**config.mk**
```make
export PLATFORM = sky130hd
export DESIGN_NAME = board_draw_controller_flat
export DESIGN_NICKNAME = d
export VERILOG_FILES = /design/src/rtl/board_draw_controller_if.sv /design/src/rtl/board_draw_controller.sv /design/src/flat_wrapper.sv
export SDC_FILE = /design/constraint.sdc
export NUM_CORES = 1
export LEC_CHECK = 0
export ABC_AREA = 1
export CORE_UTILIZATION = 40
export DETAILED_ROUTE_END_ITERATION = 8
export PLACE_DENSITY = 0.6
export SLEW_MARGIN = 20
export SYNTH_ARGS = -nofsm -noshare
export SYNTH_HDL_FRONTEND = slang
export SYNTH_SLANG_ARGS = --single-unit
```
**constraint.sdc**
```tcl
create_clock -name clock -period 3.85 [get_ports clock]
set_input_delay 0.77 -clock clock [delete_from_list [all_inputs] [get_ports clock]]
set_output_delay 0.77 -clock clock [all_outputs]
set_load 0.02 [all_outputs]
```
**src/rtl/board_draw_controller_if.sv**
```systemverilog
// Request/pixel bundle between a board-draw requester and the draw controller.
// The requester supplies the grid and draw requests; the controller returns
// VGA pixel writes plus busy/done status.
interface board_draw_controller_if;
  logic [17:0] grid;
  logic        start;
  logic        start_one;
  logic [3:0]  cell_idx;
  logic [7:0]  x;
  logic [6:0]  y;
  logic [2:0]  colour;
  logic        plot;
  logic        busy;
  logic        done;

  modport master (
    output grid, start, start_one, cell_idx,
    input  x, y, colour, plot, busy, done
  );

  modport slave (
    input  grid, start, start_one, cell_idx,
    output x, y, colour, plot, busy, done
  );
endinterface

```
**src/rtl/board_draw_controller.sv**
```systemverilog
// Tic-tac-toe board renderer for a 160x120 VGA pixel plane.
// A request snapshots the grid, then one filled square per cell is rastered
// out one pixel per clock. Every output comes straight from a register, so
// pixel values for the next cycle are computed from the next counter values.
module board_draw_controller #(
  parameter int CELL_SIZE = 25,
  parameter int X_ORIGIN  = 37,
  parameter int Y_ORIGIN  = 7,
  parameter int PITCH     = 30
) (
  input  logic                   clock,
  input  logic                   reset,
  board_draw_controller_if.slave bus
);

  typedef enum logic [1:0] {
    IDLE = 2'd0,
    DRAW = 2'd1,
    DONE = 2'd2
  } state_t;

  localparam logic [4:0] LAST_PX  = 5'(CELL_SIZE - 1);
  localparam logic [3:0] MAX_CELL = 4'd8;

  // Column (cell mod 3) of a row-major cell index.
  function automatic logic [1:0] cell_col(input logic [3:0] c);
    case (c)
      4'd0, 4'd3, 4'd6: cell_col = 2'd0;
      4'd1, 4'd4, 4'd7: cell_col = 2'd1;
      4'd2, 4'd5, 4'd8: cell_col = 2'd2;
      default:          cell_col = 2'd0;
    endcase
  endfunction

  // Row (cell div 3) of a row-major cell index.
  function automatic logic [1:0] cell_row(input logic [3:0] c);
    case (c)
      4'd0, 4'd1, 4'd2: cell_row = 2'd0;
      4'd3, 4'd4, 4'd5: cell_row = 2'd1;
      4'd6, 4'd7, 4'd8: cell_row = 2'd2;
      default:          cell_row = 2'd0;
    endcase
  endfunction

  // Screen x of pixel column px inside cell c.
  function automatic logic [7:0] pixel_x(input logic [3:0] c, input logic [4:0] px);
    logic [7:0] off;
    case (cell_col(c))
      2'd1:    off = 8'(PITCH);
      2'd2:    off = 8'(2 * PITCH);
      default: off = 8'd0;
    endcase
    pixel_x = 8'(X_ORIGIN) + off + {3'b000, px};
  endfunction

  // Screen y of pixel row py inside cell c.
  function automatic logic [6:0] pixel_y(input logic [3:0] c, input logic [4:0] py);
    logic [6:0] off;
    case (cell_row(c))
      2'd1:    off = 7'(PITCH);
      2'd2:    off = 7'(2 * PITCH);
      default: off = 7'd0;
    endcase
    pixel_y = 7'(Y_ORIGIN) + off + {2'b00, py};
  endfunction

  // Two-bit occupancy code of cell c; cell 0 sits in the top bits.
  function automatic logic [1:0] cell_code(input logic [17:0] g, input logic [3:0] c);
    case (c)
      4'd0:    cell_code = g[17:16];
      4'd1:    cell_code = g[15:14];
      4'd2:    cell_code = g[13:12];
      4'd3:    cell_code = g[11:10];
      4'd4:    cell_code = g[9:8];
      4'd5:    cell_code = g[7:6];
      4'd6:    cell_code = g[5:4];
      4'd7:    cell_code = g[3:2];
      4'd8:    cell_code = g[1:0];
      default: cell_code = 2'b00;
    endcase
  endfunction

  // Empty is white, O is cyan, X is magenta; the unused code paints black.
  function automatic logic [2:0] code_colour(input logic [1:0] code);
    case (code)
      2'd0:    code_colour = 3'b111;
      2'd1:    code_colour = 3'b011;
      2'd2:    code_colour = 3'b101;
      default: code_colour = 3'b000;
    endcase
  endfunction

  state_t      state_r, state_s;
  logic [17:0] snap_r, snap_s;
  logic [3:0]  cell_r, cell_s;
  logic [3:0]  last_cell_r, last_cell_s;
  logic [4:0]  px_r, px_s;
  logic [4:0]  py_r, py_s;
  logic [7:0]  x_r, x_s;
  logic [6:0]  y_r, y_s;
  logic [2:0]  colour_r, colour_s;
  logic        plot_r, plot_s;
  logic        busy_r, busy_s;
  logic        done_r, done_s;
  logic        draw_s;

  // Next-state, raster counters, and the pixel to present on the next cycle.
  always_comb begin
    state_s     = state_r;
    snap_s      = snap_r;
    cell_s      = cell_r;
    last_cell_s = last_cell_r;
    px_s        = px_r;
    py_s        = py_r;
    draw_s      = 1'b0;
    done_s      = 1'b0;

    case (state_r)
      IDLE: begin
        if (bus.start) begin
          state_s     = DRAW;
          snap_s      = bus.grid;
          cell_s      = 4'd0;
          last_cell_s = MAX_CELL;
          px_s        = 5'd0;
          py_s        = 5'd0;
          draw_s      = 1'b1;
        end else if (bus.start_one && (bus.cell_idx <= MAX_CELL)) begin
          state_s     = DRAW;
          snap_s      = bus.grid;
          cell_s      = bus.cell_idx;
          last_cell_s = bus.cell_idx;
          px_s        = 5'd0;
          py_s        = 5'd0;
          draw_s      = 1'b1;
        end else begin
          state_s = IDLE;
        end
      end
      DRAW: begin
        if (px_r != LAST_PX) begin
          px_s   = px_r + 5'd1;
          draw_s = 1'b1;
        end else if (py_r != LAST_PX) begin
          px_s   = 5'd0;
          py_s   = py_r + 5'd1;
          draw_s = 1'b1;
        end else if (cell_r == last_cell_r) begin
          state_s = DONE;
          done_s  = 1'b1;
        end else begin
          cell_s = cell_r + 4'd1;
          px_s   = 5'd0;
          py_s   = 5'd0;
          draw_s = 1'b1;
        end
      end
      DONE: begin
        state_s = IDLE;
      end
      default: begin
        state_s = IDLE;
      end
    endcase

    if (draw_s) begin
      x_s      = pixel_x(cell_s, px_s);
      y_s      = pixel_y(cell_s, py_s);
      colour_s = code_colour(cell_code(snap_s, cell_s));
      plot_s   = 1'b1;
      busy_s   = 1'b1;
    end else begin
      x_s      = x_r;
      y_s      = y_r;
      colour_s = colour_r;
      plot_s   = 1'b0;
      busy_s   = 1'b0;
    end
  end

  // State, snapshot, counters and output registers; reset clears at once.
  always_ff @(posedge clock or posedge reset) begin
    if (reset) begin
      state_r     <= IDLE;
      snap_r      <= 18'd0;
      cell_r      <= 4'd0;
      last_cell_r <= 4'd0;
      px_r        <= 5'd0;
      py_r        <= 5'd0;
      x_r         <= 8'd0;
      y_r         <= 7'd0;
      colour_r    <= 3'd0;
      plot_r      <= 1'b0;
      busy_r      <= 1'b0;
      done_r      <= 1'b0;
    end else begin
      state_r     <= state_s;
      snap_r      <= snap_s;
      cell_r      <= cell_s;
      last_cell_r <= last_cell_s;
      px_r        <= px_s;
      py_r        <= py_s;
      x_r         <= x_s;
      y_r         <= y_s;
      colour_r    <= colour_s;
      plot_r      <= plot_s;
      busy_r      <= busy_s;
      done_r      <= done_s;
    end
  end

  assign bus.x      = x_r;
  assign bus.y      = y_r;
  assign bus.colour = colour_r;
  assign bus.plot   = plot_r;
  assign bus.busy   = busy_r;
  assign bus.done   = done_r;

endmodule

```
**src/flat_wrapper.sv**
```systemverilog
// flat-port wrapper written by rule: the top's interface ports become plain ports
module board_draw_controller_flat 
#(
  parameter int CELL_SIZE = 25,
  parameter int X_ORIGIN  = 37,
  parameter int Y_ORIGIN  = 7,
  parameter int PITCH     = 30
)
  (clock, reset, bus_grid, bus_start, bus_start_one, bus_cell_idx, bus_x, bus_y, bus_colour, bus_plot, bus_busy, bus_done);
  board_draw_controller_if bus_i ();
  input  logic clock;
  input  logic reset;
  input wire logic [$bits(bus_i.grid)-1:0] bus_grid;
  input wire logic [$bits(bus_i.start)-1:0] bus_start;
  input wire logic [$bits(bus_i.start_one)-1:0] bus_start_one;
  input wire logic [$bits(bus_i.cell_idx)-1:0] bus_cell_idx;
  output wire logic [$bits(bus_i.x)-1:0] bus_x;
  output wire logic [$bits(bus_i.y)-1:0] bus_y;
  output wire logic [$bits(bus_i.colour)-1:0] bus_colour;
  output wire logic [$bits(bus_i.plot)-1:0] bus_plot;
  output wire logic [$bits(bus_i.busy)-1:0] bus_busy;
  output wire logic [$bits(bus_i.done)-1:0] bus_done;
  assign bus_i.grid = bus_grid;
  assign bus_i.start = bus_start;
  assign bus_i.start_one = bus_start_one;
  assign bus_i.cell_idx = bus_cell_idx;
  assign bus_x = bus_i.x;
  assign bus_y = bus_i.y;
  assign bus_colour = bus_i.colour;
  assign bus_plot = bus_i.plot;
  assign bus_busy = bus_i.busy;
  assign bus_done = bus_i.done;
  board_draw_controller #(.CELL_SIZE(CELL_SIZE), .X_ORIGIN(X_ORIGIN), .Y_ORIGIN(Y_ORIGIN), .PITCH(PITCH)) u_core (.clock(clock), .reset(reset), .bus(bus_i));
endmodule
```
# [Word-level counts from Yosys, hierarchy flattened]
# Memory sizes are Yosys's and may differ from the RTL's.
# Index checks and enable logic that the tools add are counted.
[classes] n_lt_le_gt_ge=1 n_eq_ne=21 add_sub_neg=7 muxes=49 reduce_logical=7
[ops] op="$mux 18" count=3
[ops] op="$mux 5" count=10
[ops] op="$mux 4" count=7
[ops] op="$pmux 6 s2" count=2
[ops] op="$pmux 5 s2" count=2
[ops] op="$pmux 2 s9" count=1
[ops] op="$eq 4x3->1 const B" count=4
[ops] op="$mux 2" count=7
[ops] op="$mux 1" count=11
[ops] op="$add 5x1->5 const B" count=2
[ops] op="$ne 5x5->1 const B" count=2
[ops] op="$pmux 3 s3" count=1
[ops] op="$add 6x8->8 const A" count=1
[ops] op="$add 8x5->8" count=1
[ops] op="$eq 2x1->1 const B" count=4
[ops] op="$eq 4x2->1 const B" count=2
[ops] op="$mux 8" count=1
[ops] op="$pmux 4 s2" count=1
[ops] op="$add 3x7->7 const A" count=1
[ops] op="$add 7x5->7" count=1
[ops] op="$mux 7" count=1
[ops] op="$eq 2x2->1 const B" count=3
[ops] op="$add 4x1->4 const B" count=1
[ops] op="$eq 4x1->1 const B" count=1
[ops] op="13 further kinds" count=15
[word_totals] inputBits=26 out_inout_bits=21 romBits=64 register_bits=58 n_memories=2 word_cells=98
[mem_list] memory="(name not given)" depth=16 width=2 rd=1 rd_clocked_by_memory_dff=0 wr=0 line_no="board_draw_controller.sv:27" rtl="case (c)"
[mem_list] memory="(name not given)" depth=16 width=2 rd=1 rd_clocked_by_memory_dff=0 wr=0 line_no="board_draw_controller.sv:37" rtl="case (c)"

# [Depth between registers and ports, before layout]
# Gate-level depths: netlist of the first run.
# An unclocked memory read counts as a cell.
[depth] ltp_word=12 ltp_mapped=28 mapped_depth_nobuf=27

# [Worst setup path before layout of the first run]
# No wires, ideal clock.
[synth_path] path_kind="in2reg" from="in bus_cell_idx[2]" to="reg u_core.y_r[6] (netlist: u_core.bus.y[6])" cell_stages=23 path_buffers=1 setup_slack_ns=0.321 arrival_ns=3.398 path_cell_list="inv_1 -> nand3_1 -> nand2_1 -> nand2_2 -> nor2_1 -> a21oi_1 -> nand2_4 -> inv_4 -> nor2_8 -> buf_6 -> inv_2 -> o21ai_1 -> ha_1 -> inv_1 -> ha_1 -> ha_1 -> a21oi_1 -> and2_1 -> inv_1 -> a21oi_1 -> nor2_1 -> nor2_1 -> o21ai_0"
[synth_via] elab_chain_len=12 word_cells_on_any_way=19
[synth_lines] item="from (decl)" line_no="flat_wrapper.sv:16" rtl="input wire logic [$bits(bus_i.cell_idx)-1:0] bus_cell_idx;"
[synth_lines] item="$le 4x4->1" line_no="board_draw_controller.sv:128" rtl="end else if (bus.start_one && (bus.cell_idx <= MAX_CELL)) begin"
[synth_lines] item="$logic_and 1x1->1" line_no="board_draw_controller.sv:128"
[synth_lines] item="$mux 4 *" line_no="board_draw_controller.sv:128"
[synth_lines] item="$mux 4 *" line_no="board_draw_controller.sv:120" rtl="if (bus.start) begin"
[synth_lines] item="$pmux 4 s2 *" line_no="board_draw_controller.sv:118" rtl="case (state_r)"
[synth_lines] item="via u_core.cell_s[2]" line_no="board_draw_controller.sv:95" rtl="logic [3:0] cell_r, cell_s;"
[synth_lines] item="$mem_v2 16x2 *"
[synth_lines] item="$mux 2 *" line_no="board_draw_controller.sv:166" rtl="if (draw_s) begin"
[synth_lines] item="$eq 2x2->1 / $eq 2x1->1 (equally long branches)" line_no="board_draw_controller.sv:59" rtl="case (cell_row(c))"
[synth_lines] item="$pmux 6 s2 *" line_no="board_draw_controller.sv:59"
[synth_lines] item="$mux 7 *" line_no="board_draw_controller.sv:166"
[synth_lines] item="$add 3x7->7 *" line_no="board_draw_controller.sv:64" rtl="pixel_y = 7'(Y_ORIGIN) + off + {2'b00, py};"
[synth_lines] item="$add 7x5->7 *" line_no="board_draw_controller.sv:64"
[synth_lines] item="to (signal assigned)" line_no="board_draw_controller.sv:204" rtl="y_r <= y_s;"
[synth_lines] item="to (decl)" line_no="board_draw_controller.sv:100" rtl="logic [6:0] y_r, y_s;"
# The timed path passes the listed nets; every way through them passes the cells marked *. The select of a mux whose other input is x is not followed.
# A chain may end at the register's enable or synchronous reset.

# [Final worst setup path of the first run]
[layout_path] from="in bus_cell_idx[1]" to="reg u_core.x_r[5] (netlist: u_core.bus.x[5])"
[layout_via] elab_chain_len=12 word_cells_on_any_way=19
[layout_lines] item="$le 4x4->1" line_no="board_draw_controller.sv:128"
[layout_lines] item="$logic_and 1x1->1" line_no="board_draw_controller.sv:128"
[layout_lines] item="$mux 4" line_no="board_draw_controller.sv:128"
[layout_lines] item="$mux 4" line_no="board_draw_controller.sv:120"
[layout_lines] item="$pmux 4 s2" line_no="board_draw_controller.sv:118"
[layout_lines] item="$mem_v2 16x2"
[layout_lines] item="$mux 2" line_no="board_draw_controller.sv:166"
[layout_lines] item="$eq 2x2->1 / $eq 2x1->1 (equally long branches)" line_no="board_draw_controller.sv:48" rtl="case (cell_col(c))"
[layout_lines] item="$pmux 6 s2" line_no="board_draw_controller.sv:48"
[layout_lines] item="$mux 8" line_no="board_draw_controller.sv:166"
[layout_lines] item="$add 6x8->8" line_no="board_draw_controller.sv:53" rtl="pixel_x = 8'(X_ORIGIN) + off + {3'b000, px};"
[layout_lines] item="$add 8x5->8" line_no="board_draw_controller.sv:53"
[layout_lines] item="to (signal assigned)" line_no="board_draw_controller.sv:203" rtl="x_r <= x_s;"
[layout_lines] item="to (decl)" line_no="board_draw_controller.sv:99" rtl="logic [7:0] x_r, x_s;"
# Parallel ways exist; a longest one is shown, timed or not. The select of a mux whose other input is x is not followed.

==> results of run 1 <==
## how the worst max path moves through the flow
stage	from	endpoint	slack, ns	depth (start not counted)
6_report	bus_cell_idx[1]	u_core.bus.x[5]$_DFFE_PP0P_	0.16	18
5_1_grt	bus_cell_idx[1]	u_core.bus.x[6]$_DFFE_PP0P_	-0.03	24
4_1_cts	bus_cell_idx[0]	u_core.bus.y[6]$_DFFE_PP0P_	0.05	23
3_5_place_dp	bus_cell_idx[0]	u_core.bus.y[6]$_DFFE_PP0P_	-0.30	23
3_3_place_gp	bus_cell_idx[0]	u_core.bus.x[6]$_DFFE_PP0P_	-0.26	24
2_1_floorplan	bus_cell_idx[2]	u_core.bus.y[6]$_DFFE_PP0P_	0.32	23
## what timing repair did
item,in CTS,in global routing
gates resized for setup,0,23
hold buffers,0,0
setup endpoints to repair,0,8
## state kept, by name, summed over array words and instances (netlist names)
signal,flops
u_core.state_r,2
u_core.py_r,5
u_core.cell_r,4
u_core.px_r,5
u_core.last_cell_r,4
u_core.bus.colour,3
u_core.snap_r,18
u_core.bus.plot,1
u_core.bus.y,7
u_core.bus.x,8
u_core.bus.done,1
## metal layers
layer,vias to the layer above,part of all wire,track usage,wire length (um)
met5,-,0,0,0
met4,0,0.019,0.0803,159
met3,12,0.025,0.0302,207
met2,40,0.45,0.296,3770
met1,1444,0.50,0.257,4170
li1,1653,-,-,-
## where the power goes
group          switching (mW)  leakage (nW)  internal [mW]  total, mW
Clock                   0.268         0.103          0.323      0.591
Combinational            1.38          1.68           1.22       2.60
Sequential              0.134         0.710          0.857      0.991
## layout by cell type (no fill, tap or decap), types with 3 or more instances in the layout
| cell | n |
|---|---|
| sky130_fd_sc_hd__nand4_1 | 4 |
| sky130_fd_sc_hd__ha_1 | 22 |
| sky130_fd_sc_hd__clkdlybuf4s50_1 | 45 |
| sky130_fd_sc_hd__nand3_1 | 32 |
| sky130_fd_sc_hd__clkbuf_8 | 10 |
| sky130_fd_sc_hd__nor2_4 | 6 |
| sky130_fd_sc_hd__dfrtp_1 | 58 |
| sky130_fd_sc_hd__nor3_1 | 3 |
| sky130_fd_sc_hd__ha_4 | 4 |
| sky130_fd_sc_hd__a21oi_2 | 5 |
| sky130_fd_sc_hd__nor2_1 | 22 |
| sky130_fd_sc_hd__nand3_2 | 6 |
| sky130_fd_sc_hd__xor2_1 | 3 |
| sky130_fd_sc_hd__nand2_1 | 140 |
| sky130_fd_sc_hd__xnor2_1 | 3 |
| sky130_fd_sc_hd__inv_2 | 10 |
| sky130_fd_sc_hd__inv_1 | 54 |
| sky130_fd_sc_hd__o21ai_0 | 13 |
| sky130_fd_sc_hd__nor2_2 | 7 |
| sky130_fd_sc_hd__o22ai_1 | 3 |
| sky130_fd_sc_hd__o21ai_1 | 3 |
| sky130_fd_sc_hd__a21oi_1 | 14 |
| sky130_fd_sc_hd__nand2_2 | 9 |
| sky130_fd_sc_hd__nand2_4 | 4 |
| sky130_fd_sc_hd__buf_4 | 41 |
## area by class of cell
type / count / area [um2] / share of cell area
clock inverters: 6 / 72.6 / 0.0151
multi-input cells: 327 / 1980 / 0.410
clock buffers: 10 / 138 / 0.0286
well taps: 108 / 135 / 0.0280
inverters: 67 / 256 / 0.0532
flip-flops and latches: 58 / 1450 / 0.301
repair buffers: 88 / 791 / 0.164
## worst max-delay path, stage by stage
cell and delay [ns]:
sky130_fd_sc_hd__clkdlybuf4s50_1 0.44, sky130_fd_sc_hd__nor2_2 0.14, sky130_fd_sc_hd__nand3_2 0.10, sky130_fd_sc_hd__nand3_1 0.09, sky130_fd_sc_hd__nand2_2 0.08, sky130_fd_sc_hd__buf_4 0.13, sky130_fd_sc_hd__nand2_1 0.04, sky130_fd_sc_hd__o21ai_0 0.09
sky130_fd_sc_hd__nor2_2 0.21, sky130_fd_sc_hd__nor2_8 0.06, sky130_fd_sc_hd__o31ai_4 0.30, sky130_fd_sc_hd__ha_1 0.29, sky130_fd_sc_hd__ha_1 0.22, sky130_fd_sc_hd__fa_1 0.39, sky130_fd_sc_hd__nand3_1 0.09, sky130_fd_sc_hd__and2_4 0.16
sky130_fd_sc_hd__xor2_1 0.15, sky130_fd_sc_hd__o21ai_0 0.13
## stage by stage
stage | hold slack [ns] | utilization
final | 0.479 | 0.550
after global routing | 0.505 | 0.550
after CTS | 0.482 | 0.538
after detailed placement | 0.463 | 0.514
after global placement | 0.465 | 0.514
after floorplan | 0.445 | -
## kinds of logic after synthesis
logic type                 count (synthesis)  synth area share
buffers and inverters                     77            0.0859
adders and majority gates                 28             0.100
DFF                                       58             0.399
AOI/OAI and AO/OA                         50            0.0835
xor gates and xnor gates                   6            0.0144
and+or+nand+nor                          243             0.317
==> impl_metrics.csv, run 1 <==
group,metric,value,unit
global_route,global_route_wire_length_before_repair,14500,um
clock_network,cts.clk_slew.worst_paths,0.07,ns
setup_path,r2r-start,"u_core.py_r[0]$_DFF_PP0_",
sta,finalWorstSetupSlack,0.161,ns
synthesis,synth_register_bits,58,
placement,port_buffers,46,
synthesis,synth.avg_cell_area,7.88,um2
global_route,grt_remaining_overflow,0,
clock_network,clock_tree_from_tritoncts,"yes",
setup_path,worst-endpoint-arrival,3.89,ns
clock_network,htree_num_levels,3,
routing,avgRoutedWirePerCell,12.5,um
die,fp.coreArea,8760,um2
setup_path,worst_flop_to_flop_path_endpoint,"u_core.bus.x[5]$_DFFE_PP0P_",
sta,final.setup.tns,0,ns
routing,drt_drc_violations_left,0,
routing,drt_pre_antenna_iters,4,
pwr,total_leakage_power,2.49,nW
global_route,vias_in_the_first_global_route,3206,
clock_network,clock_insertion_delay_worst_skew,0.34,ns
die,die_h,97.4,um
pwr,report.power.total,4.18,mW
job,cap_violations,0,
sta,period_minus_slack,3.69,ns
clock_network,clock_tree.root_cell,"sky130_fd_sc_hd__clkbuf_8",
synthesis,synth_top_area_cell,"sky130_fd_sc_hd__dfrtp_1",
pwr,worst_ir_drop_vdd,0.429,mV
sta,rsz0062_at_grt,"yes",
final_layout,fin_nets,605,
setup_path,cp-end-kind,"flip-flop",
die,initial_core_util,0.415,
setup_path,setup_cp_type,"in2reg",
synthesis,synth_area,3640,um2
synthesis,synth.distinct_cells,44,
routing,route.vias.total,3149,
final_layout,post_route_cell_area,4820,um2
synthesis,synth_async_sr_flop_share,1.00,
clock_network,cts_setup_buffers,0,
placement,post-place-cells,648,
final_layout,num_antenna_cells,0,
final_layout,layout.filler_cells,848,
sta,tcrit_tclk_final,0.958,
clock_network,cts.path.max_buffers,2,
synthesis,synth.top_cells.by_count,"sky130_fd_sc_hd__nand2_1 (143), sky130_fd_sc_hd__dfrtp_1 (58), sky130_fd_sc_hd__inv_1 (57), sky130_fd_sc_hd__nand3_1 (33), sky130_fd_sc_hd__ha_1 (26)",
synthesis,synth_top_cell_area_share,0.399,
sta,finalMaxSlewViolations,0,
sta,report.final.hold_viol_count,0,
synthesis,synth_edf_count,0,
worst_hold_path,worstHoldEndpoint,"u_core.snap_r[5]$_DFF_PP0_",
clock_network,cts_buffers,9,
placement,placement.cell_area,4510,um2
setup_path,worstRegToRegCells,19,
synthesis,synthCells,462,
global_route,antenna_violations_before_repair,0,
synthesis,top_count_cell_post_synth,"sky130_fd_sc_hd__nand2_1",
synthesis,netlist_top_cells_area,"sky130_fd_sc_hd__dfrtp_1 (40%), sky130_fd_sc_hd__nand2_1 (15%), sky130_fd_sc_hd__ha_1 (8.9%)",
worst_hold_path,hold_path_depth,2,
routing,detail-route-antenna-nets,0,
worst_hold_path,min-delay-start,"u_core.snap_r[5]$_DFF_PP0_",
final_layout,fin_cells,664,
routing,drt-initial-drc-count,62,
clock_network,cts.sink_count,58,
final_layout,flow.area_growth_from_synthesis,32.4,%
setup_path,critPathLaunchType,"input port",
die,top_level_ports,47,
final_layout,final_layout_size_suffix_gt1_frac,0.214,
placement,dpl_worst_slack,-0.299,ns
sta,finalSetupViolations,0,
sta,worst_pin_slew,0.815,ns
status,outcome,"completed",
setup_path,worst-endpoint-required,4.05,ns
synthesis,seq_area_frac_synth,0.399,
sta,slew_headroom,0.456,
placement,rd_place_congestion,0.853,
synthesis,syn-num-nets,516,
die,die_width,97.4,um
setup_path,reg2reg_setup_slack,0.24,ns
die,die-area,9480,um2
global_route,grt_start_max_net_pins,48,
synthesis,ys.flop_type,"sky130_fd_sc_hd__dfrtp_1",
sta,fmax,271,MHz
worst_hold_path,min-delay-path-class,"reg2reg",
synthesis,yosysWarnings,0,
global_route,overall_global_routing_usage,0.188,
sta,timing.clock.skew,0.00976,ns
die,placementRows,34,
routing,routed_via_density,4.74,
pwr,p_per_area,868,nW/um2
placement,hpwlAfterDp,6230,um
routing,total_routed_length,8300,um
setup_path,crit_fanout,4,
Power figures use the tool's default switching activity.
==> run 2: changes to the inputs <==
- ABC_AREA: 1 -> 0
==> run 2 against run 1 <==
Clock power decreased by 1%. Fmax decreased by 0.67%. Critical endpoint is now u_core.bus.y[5]$_DFFE_PP0P_. Critical path type is now reg2reg. Count of clock-buffer cells in the layout increased by 2.
==> impl_metrics.csv, run 2 <==
group,metric,value,unit
status,outcome,"completed",
clock_network,clock_insertion_delay_worst_skew,0.34,ns
synthesis,yosysWarnings,0,
synthesis,yosys.area_share.simple,0.203,
setup_path,worstRegToRegCells,21,
routing,route.vias.total,3087,
setup_path,crit_path_cell_trace,"inv_2 > ha_4 > and4b_2 > nand3_4 > buf_6 > o31a_1 > a32oi_2 > nand3_1 > nand2_1 > nand2_2 > inv_2 > ha_1 > inv_2 > ha_4 > inv_2 > ha_4 > fa_2 > a21o_1 > a21oi_2 > xor2_1 > o21ai_1",
setup_path,cp_num_cells,21,
routing,avgRoutedWirePerCell,14.4,um
sta,timing.clock.skew,0.00586,ns
die,top_level_ports,47,
setup_path,worst_path_dominant_cell_family,"adder cells",
die,die-area,8970,um2
final_layout,largest_register_ff_count,18,
sta,finalMaxSlewViolations,0,
setup_path,critPathLaunchType,"flip-flop",
synthesis,synth_register_bits,58,
worst_hold_path,min-delay-path-class,"reg2reg",
sta,worst_pin_slew,0.801,ns
global_route,overall_global_routing_usage,0.210,
synthesis,synth_async_sr_flop_share,1.00,
synthesis,synth_area,3440,um2
synthesis,area_fraction_in_compound_gates_after_synthesis,0.149,
setup_path,cp-end-kind,"flip-flop",
synthesis,netlist_top_cells_area,"sky130_fd_sc_hd__dfrtp_1 (42%), sky130_fd_sc_hd__ha_1 (9.5%), sky130_fd_sc_hd__nand2_1 (7.5%)",
setup_path,worstPathBufferInverterCount,5,
routing,routed_via_density,5.04,
worst_hold_path,hold_path_depth,2,
clock_network,cts.sink_count,58,
synthesis,synth_xor_area_frac,0.0331,
clock_network,cts.hold.buffers_added,0,
die,die_h,94.7,um
synthesis,synth_mux_area_frac,0.0320,
pwr,total_leakage_power,2.35,nW
routing,drt_drc_violations_left,0,
pwr,p_per_area,1110,nW/um2
clock_network,clock_tree.root_cell,"sky130_fd_sc_hd__clkbuf_8",
pwr,worst_ir_drop_vdd,1.24,mV
setup_path,slowest_stage,"sky130_fd_sc_hd__dfrtp_1",
synthesis,synth.avg_cell_area,9.14,um2
sta,period_minus_slack,3.71,ns
synthesis,syn-num-nets,430,
die,initial_core_util,0.416,
synthesis,synth.distinct_cells,58,
sta,fmax,269,MHz
synthesis,synthCells,376,
clock_network,cts_buffers,9,
setup_path,setup_cp_type,"reg2reg",
clock_network,cts.clk_slew.worst_paths,0.07,ns
synthesis,synth_top_area_cell,"sky130_fd_sc_hd__dfrtp_1",
setup_path,critical_path.max_stage_delay,0.39,ns
sta,fin_hold_ws,0.471,ns
global_route,antenna_violations_before_repair,0,
synthesis,ys.flop_type,"sky130_fd_sc_hd__dfrtp_1",
die,placementRows,33,
global_route,grt_start_max_net_pins,40,
synthesis,synth_top_cell_area_share,0.422,
global_route,vias_in_the_first_global_route,3188,
final_layout,post-route-util,0.610,
setup_path,worst-endpoint-arrival,3.95,ns
final_layout,top_library_cells_by_usage_in_the_layout_fill_and_taps_aside,"sky130_fd_sc_hd__buf_4 (79), sky130_fd_sc_hd__nand2_1 (65), sky130_fd_sc_hd__dfrtp_1 (58)",
placement,hpwlAfterDp,6370,um
final_layout,flow.area_growth_from_synthesis,46.6,%
synthesis,top_count_cell_post_synth,"sky130_fd_sc_hd__nand2_1",
final_layout,fin_cells,612,
synthesis,synth.top_cells.by_count,"sky130_fd_sc_hd__nand2_1 (69), sky130_fd_sc_hd__dfrtp_1 (58), sky130_fd_sc_hd__nor2_1 (29), sky130_fd_sc_hd__ha_1 (26), sky130_fd_sc_hd__a21oi_1 (25)",
die,fp.coreArea,8260,um2
synthesis,synth_top_family_by_area,"simple AND/OR/NAND/NOR gates",
job,cap_violations,0,
sta,tcrit_tclk_final,0.965,
final_layout,most_frequent_standard_cell_in_the_layout_excluding_fill_and_tap_cells,"sky130_fd_sc_hd__buf_4",
global_route,grt_remaining_overflow,0,
routing,detail-route-antenna-nets,0,
sta,report.final.hold_viol_count,0,
setup_path,crit_fanout,4,
synthesis,synth_edf_count,0,
synthesis,synth-adder-area-share,0.106,
clock_network,cts.path.max_buffers,2,
synthesis,seq_area_frac_synth,0.422,
routing,drt_pre_antenna_iters,4,
final_layout,layout.filler_cells,709,
clock_network,htree_num_levels,3,
sta,finalSetupViolations,0,
placement,port_buffers,46,
routing,total_routed_length,8810,um
clock_network,clock_tree_from_tritoncts,"yes",
sta,slew_headroom,0.465,
die,die_width,94.7,um
setup_path,worst-endpoint-required,4.08,ns
placement,rd_place_congestion,0.828,
final_layout,fin_nets,556,
setup_path,worst_path_most_repeated_cell,"sky130_fd_sc_hd__inv_2",
placement,post-place-cells,582,
global_route,global_route_wire_length_before_repair,14500,um
final_layout,largest-register,"u_core.snap_r",
routing,drt-initial-drc-count,104,
final_layout,num_antenna_cells,0,
final_layout,final_layout_size_suffix_gt1_frac,0.318,
run 2: path summary, 6_finish.rpt:
| path | start | end | slack (ns) |
|---|---|---|---|
| setup / recovery | u_core.py_r[0]$_DFF_PP0_ | u_core.bus.y[5]$_DFFE_PP0P_ | 0.14 |
| hold / removal | u_core.snap_r[9]$_DFF_PP0_ | u_core.snap_r[9]$_DFF_PP0_ | 0.47 |
| setup reg to reg | u_core.py_r[0]$_DFF_PP0_ | u_core.bus.y[5]$_DFFE_PP0P_ | 0.14 |
| hold reg to reg | u_core.snap_r[9]$_DFF_PP0_ | u_core.snap_r[9]$_DFF_PP0_ | 0.47 |
| max in group asynchronous | reset | u_core.bus.done$_DFF_PP0_ | 2.28 |
| min in group asynchronous | reset | u_core.bus.colour[2]$_DFFE_PP0P_ | 0.89 |
run 2: power breakdown:
part	switching (mW)	internal, mW	total [mW]	leakage [nW]
combinational	1.94	2.00	3.94	1.55
clock	0.251	0.333	0.584	0.0986
sequential	0.143	0.919	1.06	0.699
total	2.33	3.25	5.58	2.35
run 2: worst min-delay path: cells and delay by family (launching register included):
kind / cells / cell delay, ns
flops: 1 / 0.32
simple gates: 2 / 0.11
run 2: layer usage:
layer,track usage,share of wire
met4,0.0732,0.017
met2,0.341,0.47
met3,0.0539,0.035
met5,0,0
met1,0.270,0.48
run 2: area by class of cell:
class                   instances  area, um2  share of cell area
flip-flops and latches         58       1450               0.288
multi-input cells             276       2030               0.402
well taps                     105        131              0.0261
inverters                      27        103              0.0204
repair buffers                130       1120               0.222
clock buffers                  12        155              0.0308
clock inverters                 4       50.0             0.00993
run 2: cell families (layout without fill, tap and decap cells):
| logic type | Yosys count | after routing |
|---|---|---|
| simple gates | 148 | 148 |
| compound gates | 77 | 77 |
| flops | 58 | 58 |
| buf+inv | 42 | 173 |
| fa+ha+maj | 28 | 28 |
| xor+xnor | 13 | 13 |
| mux | 10 | 10 |
run 2: per-stage QoR:
| step | cell area [um2] | power (mW) | TNS (ns) | setup WS (ns) |
|---|---|---|---|---|
| finish | 5040 | 5.58 | 0 | 0.136 |
| floorplan | 3490 | 3.33 | 0 | 0.00211 |
| CTS | 4760 | 5.25 | -0.0124 | -0.0124 |
| global route | 5040 | 6.14 | -0.118 | -0.0604 |
| detailed placement | 4510 | 4.58 | -3.70 | -0.512 |
| global placement | 4510 | 4.53 | -3.12 | -0.451 |
run 2: what timing repair did:
action	in CTS	in global routing
gates resized for setup	10	46
endpoints found under the setup margin	7	9
buffers inserted	1	13
pin swaps	2	33
==> run 3: changes to the inputs <==
- GPL_TIMING_DRIVEN: not set -> 1
==> results of run 3 <==
Same layout as run 2: the final DEF is identical, and so are final timing and power.
